`config.mk`:
```
export PLATFORM = sky130hd
export DESIGN_NAME = l2_line_mover_flat
export DESIGN_NICKNAME = d
export VERILOG_FILES = /design/src/rtl/l2_line_mover_pkg.sv /design/src/rtl/l2_line_mover_if.sv /design/src/rtl/l2_line_mover_buffer.sv /design/src/rtl/l2_line_mover.sv /design/src/flat_wrapper.sv
export SDC_FILE = /design/constraint.sdc
export NUM_CORES = 1
export LEC_CHECK = 0
export CAP_MARGIN = 40
export CORE_AREA = 2 2 402 404
export CTS_CLUSTER_SIZE = 40
export DETAILED_ROUTE_END_ITERATION = 10
export DIE_AREA = 0 0 404 406
export HOLD_SLACK_MARGIN = 0.08
export SYNTH_ARGS = -nofsm -noshare
export SYNTH_HDL_FRONTEND = slang
export SYNTH_HIERARCHICAL = 1
export SYNTH_SLANG_ARGS = --single-unit
```
`constraint.sdc`:
```
create_clock -name clk -period 2.1 [get_ports clk]
set_input_delay 0.42 -clock clk [delete_from_list [all_inputs] [get_ports clk]]
set_output_delay 0.42 -clock clk [all_outputs]
set_load 0.03 [all_outputs]
```
`src/rtl/l2_line_mover_pkg.sv`:
```
// l2_mover_pkg: shared geometry, beat count, state and opcode types for the L2 line mover
package l2_mover_pkg;
  localparam int s_offset = 5;
  localparam int s_index = 4;
  localparam int s_beat = 64;
  localparam int s_mask = 2 ** s_offset;
  localparam int s_line = 8 * s_mask;
  function automatic int beats_of(input int line_bits, input int beat_bits);
    return line_bits / beat_bits;
  endfunction
  localparam int beats = beats_of(s_line, s_beat);
  localparam int s_cnt = $clog2(beats);
  localparam logic [31:0] align_mask = ~32'(s_mask - 1);
  typedef enum logic [2:0] {IDLE, EV_RD, EV_CAP, EV_BURST, FILL_BURST, FILL_WR, DONE} state_t;
  typedef enum logic [1:0] {OP_FILL = 2'b00, OP_EVICT = 2'b01, OP_WB_FILL = 2'b10, OP_RSVD = 2'b11} op_t;
endpackage

```
`src/rtl/l2_line_mover_if.sv`:
```
// l2_line_mover_if: controller request, data-array port and memory burst port; master=mover, slave=environment
interface l2_line_mover_if;
  import l2_mover_pkg::*;
  logic req_valid;
  logic [1:0] req_op;
  logic [s_index-1:0] req_index;
  logic [31:0] req_addr;
  logic [31:0] req_wb_addr;
  logic req_ready;
  logic done;
  logic [s_line-1:0] fill_line;
  logic arr_read;
  logic [s_mask-1:0] arr_write_en;
  logic [s_index-1:0] arr_rindex;
  logic [s_index-1:0] arr_windex;
  logic [s_line-1:0] arr_datain;
  logic [s_line-1:0] arr_dataout;
  logic mem_read;
  logic mem_write;
  logic [31:0] mem_address;
  logic [s_beat-1:0] mem_wdata;
  logic [s_beat-1:0] mem_rdata;
  logic mem_resp;
  modport master (
    input req_valid, req_op, req_index, req_addr, req_wb_addr, arr_dataout, mem_rdata, mem_resp,
    output req_ready, done, fill_line, arr_read, arr_write_en, arr_rindex, arr_windex, arr_datain,
      mem_read, mem_write, mem_address, mem_wdata
  );
  modport slave (
    output req_valid, req_op, req_index, req_addr, req_wb_addr, arr_dataout, mem_rdata, mem_resp,
    input req_ready, done, fill_line, arr_read, arr_write_en, arr_rindex, arr_windex, arr_datain,
      mem_read, mem_write, mem_address, mem_wdata
  );
endinterface

```
`src/rtl/l2_line_mover_buffer.sv`:
```
// l2_line_buffer: one-line register; beat write from memory, full load from array, beat read mux (clk, rst, wr_*, load*, rd_*, line)
module l2_line_buffer
  import l2_mover_pkg::*;
(
  input  logic clk,
  input  logic rst,
  input  logic wr_en,
  input  logic [s_cnt-1:0] wr_beat,
  input  logic [s_beat-1:0] wr_data,
  input  logic load,
  input  logic [s_line-1:0] load_data,
  input  logic [s_cnt-1:0] rd_beat,
  output logic [s_beat-1:0] rd_data,
  output logic [s_line-1:0] line
);
  always_ff @(posedge clk) begin
    if (rst) line <= '0;
    else if (load) line <= load_data;
    else if (wr_en) line[wr_beat*s_beat +: s_beat] <= wr_data;
  end
  assign rd_data = line[rd_beat*s_beat +: s_beat];
endmodule

```
`src/rtl/l2_line_mover.sv`:
```
// l2_line_mover: fill/evict/writeback-then-fill line engine; ports clk, rst, bus (request, array port, memory burst port)
module l2_line_mover
  import l2_mover_pkg::*;
(
  input logic clk,
  input logic rst,
  l2_line_mover_if.master bus
);
  state_t state;
  op_t op;
  logic [s_index-1:0] idx;
  logic [31:0] addr;
  logic [31:0] wb_addr;
  logic [s_cnt-1:0] k;
  logic last;
  logic [s_beat-1:0] rd_beat;
  logic [s_line-1:0] line;
  assign last = k == s_cnt'(beats - 1);
  l2_line_buffer u_buf (
    .clk(clk),
    .rst(rst),
    .wr_en(state == FILL_BURST && bus.mem_resp),
    .wr_beat(k),
    .wr_data(bus.mem_rdata),
    .load(state == EV_CAP),
    .load_data(bus.arr_dataout),
    .rd_beat(k),
    .rd_data(rd_beat),
    .line(line)
  );
  assign bus.req_ready = state == IDLE;
  assign bus.done = state == DONE;
  assign bus.arr_read = state == EV_RD;
  assign bus.arr_write_en = state == FILL_WR ? '1 : '0;
  assign bus.arr_rindex = idx;
  assign bus.arr_windex = idx;
  assign bus.arr_datain = state == FILL_WR ? line : '0;
  assign bus.mem_write = state == EV_BURST;
  assign bus.mem_read = state == FILL_BURST;
  assign bus.mem_address = state == EV_BURST ? wb_addr & align_mask :
                           state == FILL_BURST ? addr & align_mask : '0;
  assign bus.mem_wdata = bus.mem_write ? rd_beat : '0;
  always_ff @(posedge clk) begin
    if (rst) begin
      state <= IDLE;
      op <= OP_FILL;
      idx <= '0;
      addr <= '0;
      wb_addr <= '0;
      k <= '0;
      bus.fill_line <= '0;
    end else begin
      case (state)
        IDLE: if (bus.req_valid && bus.req_op != OP_RSVD) begin
          op <= op_t'(bus.req_op);
          idx <= bus.req_index;
          addr <= bus.req_addr;
          wb_addr <= bus.req_wb_addr;
          state <= bus.req_op == OP_FILL ? FILL_BURST : EV_RD;
        end
        EV_RD: state <= EV_CAP;
        EV_CAP: state <= EV_BURST;
        EV_BURST, FILL_BURST: if (bus.mem_resp) begin
          k <= last ? '0 : k + 1'b1;
          if (last) state <= state == FILL_BURST ? FILL_WR : op == OP_WB_FILL ? FILL_BURST : DONE;
        end
        FILL_WR: begin
          bus.fill_line <= line;
          state <= DONE;
        end
        DONE: begin
          idx <= '0;
          state <= IDLE;
        end
        default: state <= IDLE;
      endcase
    end
  end
endmodule

```
`src/flat_wrapper.sv`:
```
// flat-port wrapper written by rule: the top's interface ports become plain ports
module l2_line_mover_flat import l2_mover_pkg::*;
  (clk, rst, bus_req_valid, bus_req_op, bus_req_index, bus_req_addr, bus_req_wb_addr, bus_arr_dataout, bus_mem_rdata, bus_mem_resp, bus_req_ready, bus_done, bus_fill_line, bus_arr_read, bus_arr_write_en, bus_arr_rindex, bus_arr_windex, bus_arr_datain, bus_mem_read, bus_mem_write, bus_mem_address, bus_mem_wdata);
  l2_line_mover_if bus_i ();
  input logic clk;
  input logic rst;
  input wire logic [$bits(bus_i.req_valid)-1:0] bus_req_valid;
  input wire logic [$bits(bus_i.req_op)-1:0] bus_req_op;
  input wire logic [$bits(bus_i.req_index)-1:0] bus_req_index;
  input wire logic [$bits(bus_i.req_addr)-1:0] bus_req_addr;
  input wire logic [$bits(bus_i.req_wb_addr)-1:0] bus_req_wb_addr;
  input wire logic [$bits(bus_i.arr_dataout)-1:0] bus_arr_dataout;
  input wire logic [$bits(bus_i.mem_rdata)-1:0] bus_mem_rdata;
  input wire logic [$bits(bus_i.mem_resp)-1:0] bus_mem_resp;
  output wire logic [$bits(bus_i.req_ready)-1:0] bus_req_ready;
  output wire logic [$bits(bus_i.done)-1:0] bus_done;
  output wire logic [$bits(bus_i.fill_line)-1:0] bus_fill_line;
  output wire logic [$bits(bus_i.arr_read)-1:0] bus_arr_read;
  output wire logic [$bits(bus_i.arr_write_en)-1:0] bus_arr_write_en;
  output wire logic [$bits(bus_i.arr_rindex)-1:0] bus_arr_rindex;
  output wire logic [$bits(bus_i.arr_windex)-1:0] bus_arr_windex;
  output wire logic [$bits(bus_i.arr_datain)-1:0] bus_arr_datain;
  output wire logic [$bits(bus_i.mem_read)-1:0] bus_mem_read;
  output wire logic [$bits(bus_i.mem_write)-1:0] bus_mem_write;
  output wire logic [$bits(bus_i.mem_address)-1:0] bus_mem_address;
  output wire logic [$bits(bus_i.mem_wdata)-1:0] bus_mem_wdata;
  assign bus_i.req_valid = bus_req_valid;
  assign bus_i.req_op = bus_req_op;
  assign bus_i.req_index = bus_req_index;
  assign bus_i.req_addr = bus_req_addr;
  assign bus_i.req_wb_addr = bus_req_wb_addr;
  assign bus_i.arr_dataout = bus_arr_dataout;
  assign bus_i.mem_rdata = bus_mem_rdata;
  assign bus_i.mem_resp = bus_mem_resp;
  assign bus_req_ready = bus_i.req_ready;
  assign bus_done = bus_i.done;
  assign bus_fill_line = bus_i.fill_line;
  assign bus_arr_read = bus_i.arr_read;
  assign bus_arr_write_en = bus_i.arr_write_en;
  assign bus_arr_rindex = bus_i.arr_rindex;
  assign bus_arr_windex = bus_i.arr_windex;
  assign bus_arr_datain = bus_i.arr_datain;
  assign bus_mem_read = bus_i.mem_read;
  assign bus_mem_write = bus_i.mem_write;
  assign bus_mem_address = bus_i.mem_address;
  assign bus_mem_wdata = bus_i.mem_wdata;
  l2_line_mover u_core (.clk(clk), .rst(rst), .bus(bus_i));
endmodule
```
-- Yosys cells after proc, flatten, opt, wreduce, memory -nomap -nowiden
Cells that the tools add are included.
- input bits: 394
- flip-flop bits (word level): 587
- shift operators: 3
- $add $sub $neg: 2
- equality and inequality tests: 12
- reductions and logical operators: 11
- mux-type cells: 18
- operator list (operator ; count):
    256-bit two-way mux ; 3
    256-bit bitwise mux ; 1
    64-bit by 34-bit variable shift with 256-bit output (first input constant) ; 1
    256-bit by 9-bit variable part select with 64-bit output ; 1
    64-bit by 34-bit variable part select with 256-bit output ; 1
    32-bit two-way mux ; 3
    64-bit two-way mux ; 1
    8-bit negator with 34-bit output ; 1
    3-bit two-way mux ; 5
    3-bit case mux with 5 select lines ; 1
    3-bit == test (second input constant) ; 3
    4-bit case mux with 2 select lines ; 1
    3-bit by 2-bit == test with 1-bit output (second input constant) ; 2
    2-bit AND reduction ; 3
    2-bit == test (second input constant) ; 2
    2-bit two-way mux ; 2
    4-bit two-way mux ; 1
    2-bit by 1-bit != test with 1-bit output (second input constant) ; 2
    2-bit != test (second input constant) ; 2
    2-bit nonzero test ; 2
    3-bit by 1-bit == test with 1-bit output (second input constant) ; 1
    3-bit zero test ; 1
    3-bit AND reduction ; 1
    2-bit by 1-bit adder with 2-bit output (second input constant) ; 1
    3 further kinds ; 4

-- Depth between registers and ports, before layout
- depth in word-level cells: 6
- gate-level depth with buffers: 10
- depth with buffers taken out: 5

-- Hierarchy
Netlist, hierarchy kept.
- modules (own cells, without submodules) (module ; cells an instance ; times used ; sequential area each (um^2) ; area an instance (um^2)):
    l2_line_mover ; 1826 ; 1 ; 6426.2 ; 13334.0
    l2_line_buffer ; 1258 ; 1 ; 5124.9 ; 12160.4

-- Least setup slack after synthesis
No wires, ideal clock.
- path kind: reg-to-output
- start point: reg u_core.state[1]
- end point: out bus_arr_datain[246]
- arrival time: 2.189 ns
- cell stages (with the launch flop): 7
- path buffers: 2
- slack: -0.509 ns
- cells stage by stage: dfxtp_1 -> buf_2 -> nand3b_4 -> inv_2 -> clkbuf_1 -> nand2_1 -> inv_1
- cells in the longest elaborated chain, start to end: 2
- RTL lines (item ; RTL line ; RTL):
    start, declared ; l2_line_mover.sv:9 ; state_t state;
    start signal, assigned ; l2_line_mover.sv:59 ; state <= bus.req_op == OP_FILL ? FILL_BURST : EV_RD;
    start signal, assigned ; l2_line_mover.sv:65 ; if (last) state <= state == FILL_BURST ? FILL_WR : op == OP_WB_FILL ? FILL_BURST : DONE;
    3-bit == test ; l2_line_mover.sv:37 ; assign bus.arr_datain = state == FILL_WR ? line : '0;
    256-bit two-way mux ; l2_line_mover.sv:37 ;
    end, declared ; flat_wrapper.sv:22 ; output wire logic [$bits(bus_i.arr_datain)-1:0] bus_arr_datain;
Every way passes these cells.

-- Worst setup path in the final report
- start point: reg u_core.k[0]
- end point: out bus_mem_wdata[34]
- cells in the longest elaborated chain, start to end: 2
- RTL lines (item ; RTL line ; RTL):
    start, declared ; l2_line_mover.sv:14 ; logic [s_cnt-1:0] k;
    start signal, assigned ; l2_line_mover.sv:64 ; k <= last ? '0 : k + 1'b1;
    256-bit by 9-bit variable part select with 64-bit output ; l2_line_mover_buffer.sv:21 ; assign rd_data = line[rd_beat*s_beat +: s_beat];
    named net u_core.rd_beat[34] ; l2_line_mover.sv:16 ; logic [s_beat-1:0] rd_beat;
    64-bit two-way mux ; l2_line_mover.sv:42 ; assign bus.mem_wdata = bus.mem_write ? rd_beat : '0;
    end, declared ; flat_wrapper.sv:26 ; output wire logic [$bits(bus_i.mem_wdata)-1:0] bus_mem_wdata;
The timed path passes the listed nets, and every way through them passes these cells.

==> flow_summary.ini <==
[detailed_routing]
wl_um = 182000
antenna_left = 0
viasPerCell = 4.75
drt_iter0_drc = 3560
wl_per_cell_um = 27.9
firstDrtPassIters = 6
drc = 0
vias = 30975

[layout]
fillerInstances = 16118
seq_area_um2 = 11600
synthToLayoutAreaGrowth_pct = 100
drive_above_1_share_pct = 38.3
final_cells = 6518
fin_nets = 4752
multi_input_area_um2 = 14500

[critical_path]
crit_type = reg2out
crit_top_cell = buf_12
slowest_delay_ns = 0.52
worst-path-max-fanout = 5
critPathRequiredTime_ns = 1.68
cp_slowest_cell = mux4_2
path_cells = buf_12 -> buf_12 -> buf_8 -> mux4_2 -> and2_4 -> buf_6
crit_arrival_ns = 2.38
crit_path_end_kind = output port
path_delay_family = buffers and inverters
cp.buffers_inverters = 4
start_kind = register

[clocking]
cts_buffers = 73
cts.sinks = 577
clkLatencyLatePin_ns = 0.67
cts_tree = built
clock_path_buffers = 3
clkTransAtPathRegs_ns = 0.06
htree_num_levels = 3
root_buffer = clkbuf_16

[grt]
grt_use_total_pct = 19.5
antenna_found_initial = 69
grt_pass1_vias = 28258
grt_overflow = 0
grt_first_pass_wirelength_um = 226000
grt_max_degree = 117

[sta]
finalWorstSetupSlack_ns = -0.699
worst_pin_slew_ns = 0.842
final-setup-viol-count = 721
slew_violations = 0
fin_skew_ns = 0.0292
finalHoldViolations = 0
post-route-period-util_pct = 133
rsz0062_at_grt = yes
relSlewSlack_pct = 43.8
clock.fmax_mhz = 357
post-route-min-period_ns = 2.80

[placement]
io_buffers = 1031
dp_hpwl_um = 121000
dp_slack_ns = -0.109
dp.cells = 6065
gp_congestion = 0.942

[floorplan]
fp.dieW_um = 404
ioPinCount = 1047
rows = 147
die_h_um = 406
core-area_um2 = 160000
die_area_um2 = 164000
initial_core_util_pct = 16.0

[synth]
syn-cell-area_um2 = 25500
synth_compound_area_share_pct = 21.4
yosysTopAreaCell = dfxtp_1
synth_xor_area_share_pct = 0
synthArstFlopShare_pct = 0
synth_top_area_share_pct = 45.3
synth_simple_gate_area_share_pct = 16.2
synth_fa_ha_area_share_pct = 0.294
synth.distinct_cells = 47
ys.flop_type = dfxtp_1
synth_area_leaders = dfxtp_1 45%, a21oi_1 11%, a22oi_1 7.6%, nand2_1 7.6%, nand3_1 6.2%
synthCells = 3084
avgSynthCellArea_um2 = 8.27
synthMuxAreaShare_pct = 5.74
yosysWarnings = 6
ys_ff_latch = 577
synth-edff-count = 0
seq_area_frac_synth_pct = 45.3
synth_top_family_by_area = compound AO/OA/AOI/OAI gates

[worst_hold_path]
hold_path_class = in2reg

[power_and_ir_drop]
max-vdd-ir-drop_mv = 0.516
leakage_nw = 21.0
total_power_mw = 33.1
pwr_density_cell_nw_per_um2 = 649

[outcome]
violations = negative setup slack
status = complete, but fails checks

[job]
cap_violations = 0
-- flip-flops by register name, summed over array words and instances (netlist names) --
name,count
u_core/op,2
u_core/addr,27
u_core/bus.arr_rindex,4
u_core/wb_addr,27
u_core/u_buf/line,256
u_core/state,3
u_core/bus.fill_line,256
u_core/k,2
-- routing by layer --
layer | GRT usage, % | share of wire [%]
met4 | 7.93 | 4.9
met3 | 7.43 | 12
met1 | 23.8 | 37
met5 | 0 | 0.24
met2 | 30.6 | 46
-- cells in the final DEF (no fill, tap or decap), types with 5 or more instances in the layout --
master	Yosys	layout
nand2_1	513	258
a22oi_1	257	254
buf_16	0	39
a22o_4	0	21
a21oi_2	0	20
buf_12	2	227
and2_1	66	10
nand3_2	0	5
clkinv_2	0	8
inv_6	0	9
inv_4	0	51
dfxtp_1	577	572
inv_2	1	172
mux4_2	64	64
buf_8	9	51
buf_6	12	292
and2_4	0	56
inv_8	0	6
a22o_1	27	6
clkbuf_8	1	8
diode_2	0	28
o21ai_1	60	60
clkbuf_16	0	107
a21oi_1	573	553
nand2_4	0	152
nand3_1	318	312
buf_4	60	228
clkdlybuf4s50_1	0	644
nand2_8	0	100
clkinv_4	1	23
conb_1	1	5
clkbuf_1	102	20
dfxtp_4	0	5
-- where the power goes --
group	total [mW]	internal [mW]	switching [mW]
logic	7.54	3.44	4.10
clock network	12.7	7.28	5.41
registers	12.9	11.7	1.19
total	33.1	22.4	10.7
-- what timing repair did --
item                                    in CTS  in global routing
gates resized for setup                    873                782
endpoints found under the hold margin        0                  0
pin swaps                                   41                 79
cloned                                      30                 30
hold buffers                                 0                  0
setup buffers                              126                134
endpoints found under the setup margin     870                902
-- layout make-up --
class / instances / area share (%)
Clock inverter: 22 / 0.451
Tap cell: 2086 / 5.11
Timing Repair Buffer: 1514 / 36.6
Sequential cell: 577 / 22.7
Clock buffer: 105 / 4.14
Multi-Input combinational cell: 1925 / 28.3
Antenna cell: 28 / 0.137
Inverter: 261 / 2.55
-- worst paths after layout --
kind	from	to	slack [ns]	cells past startpoint
worst min-delay path	rst	u_core/bus.fill_line[50]$_SDFFE_PP0N_	0.27	2
worst min register to register	u_core/bus.fill_line[54]$_SDFFE_PP0N_	u_core/bus.fill_line[54]$_SDFFE_PP0N_	0.45	2
worst max register to register	u_core/state[1]$_SDFFE_PP0P_	u_core/u_buf/line[3]$_SDFFE_PP0P_	-0.31	12
worst max-delay path	u_core/k[0]$_SDFFE_PP0P_	bus_mem_wdata[34]	-0.70	6
-- through the flow --
stage               util (%)  area (um2)  hold WS [ns]  setup TNS, ns
global placement        24.5       39200         0.442          -6.15
global route            32.0       51000         0.229        -281.52
finish                  32.0       51000         0.274        -206.37
CTS                     29.1       46400         0.196        -261.17
detailed placement      24.5       39200         0.445          -7.86
floorplan                  -       25500         0.453              0
-- cell usage after synthesis (all sizes together), types with 2 or more instances --
master	instances
a21oi	577
a22o	27
a22oi	257
and2	66
and3b	3
and4bb	2
buf	219
clkbuf	106
dfxtp	577
ha	6
inv	260
mux4	64
nand2	513
nand2b	4
nand3	318
nand3b	2
nor2b	3
nor3b	3
o21ai	60
or2	2
-- logic make-up after synthesis --
group           after synthesis
compound gates              928
fa+ha+maj                     6
buf+inv                     586
flops                       577
mux                          66
other cells                   1
simple gates                920
Power figures use the tool's default switching activity.
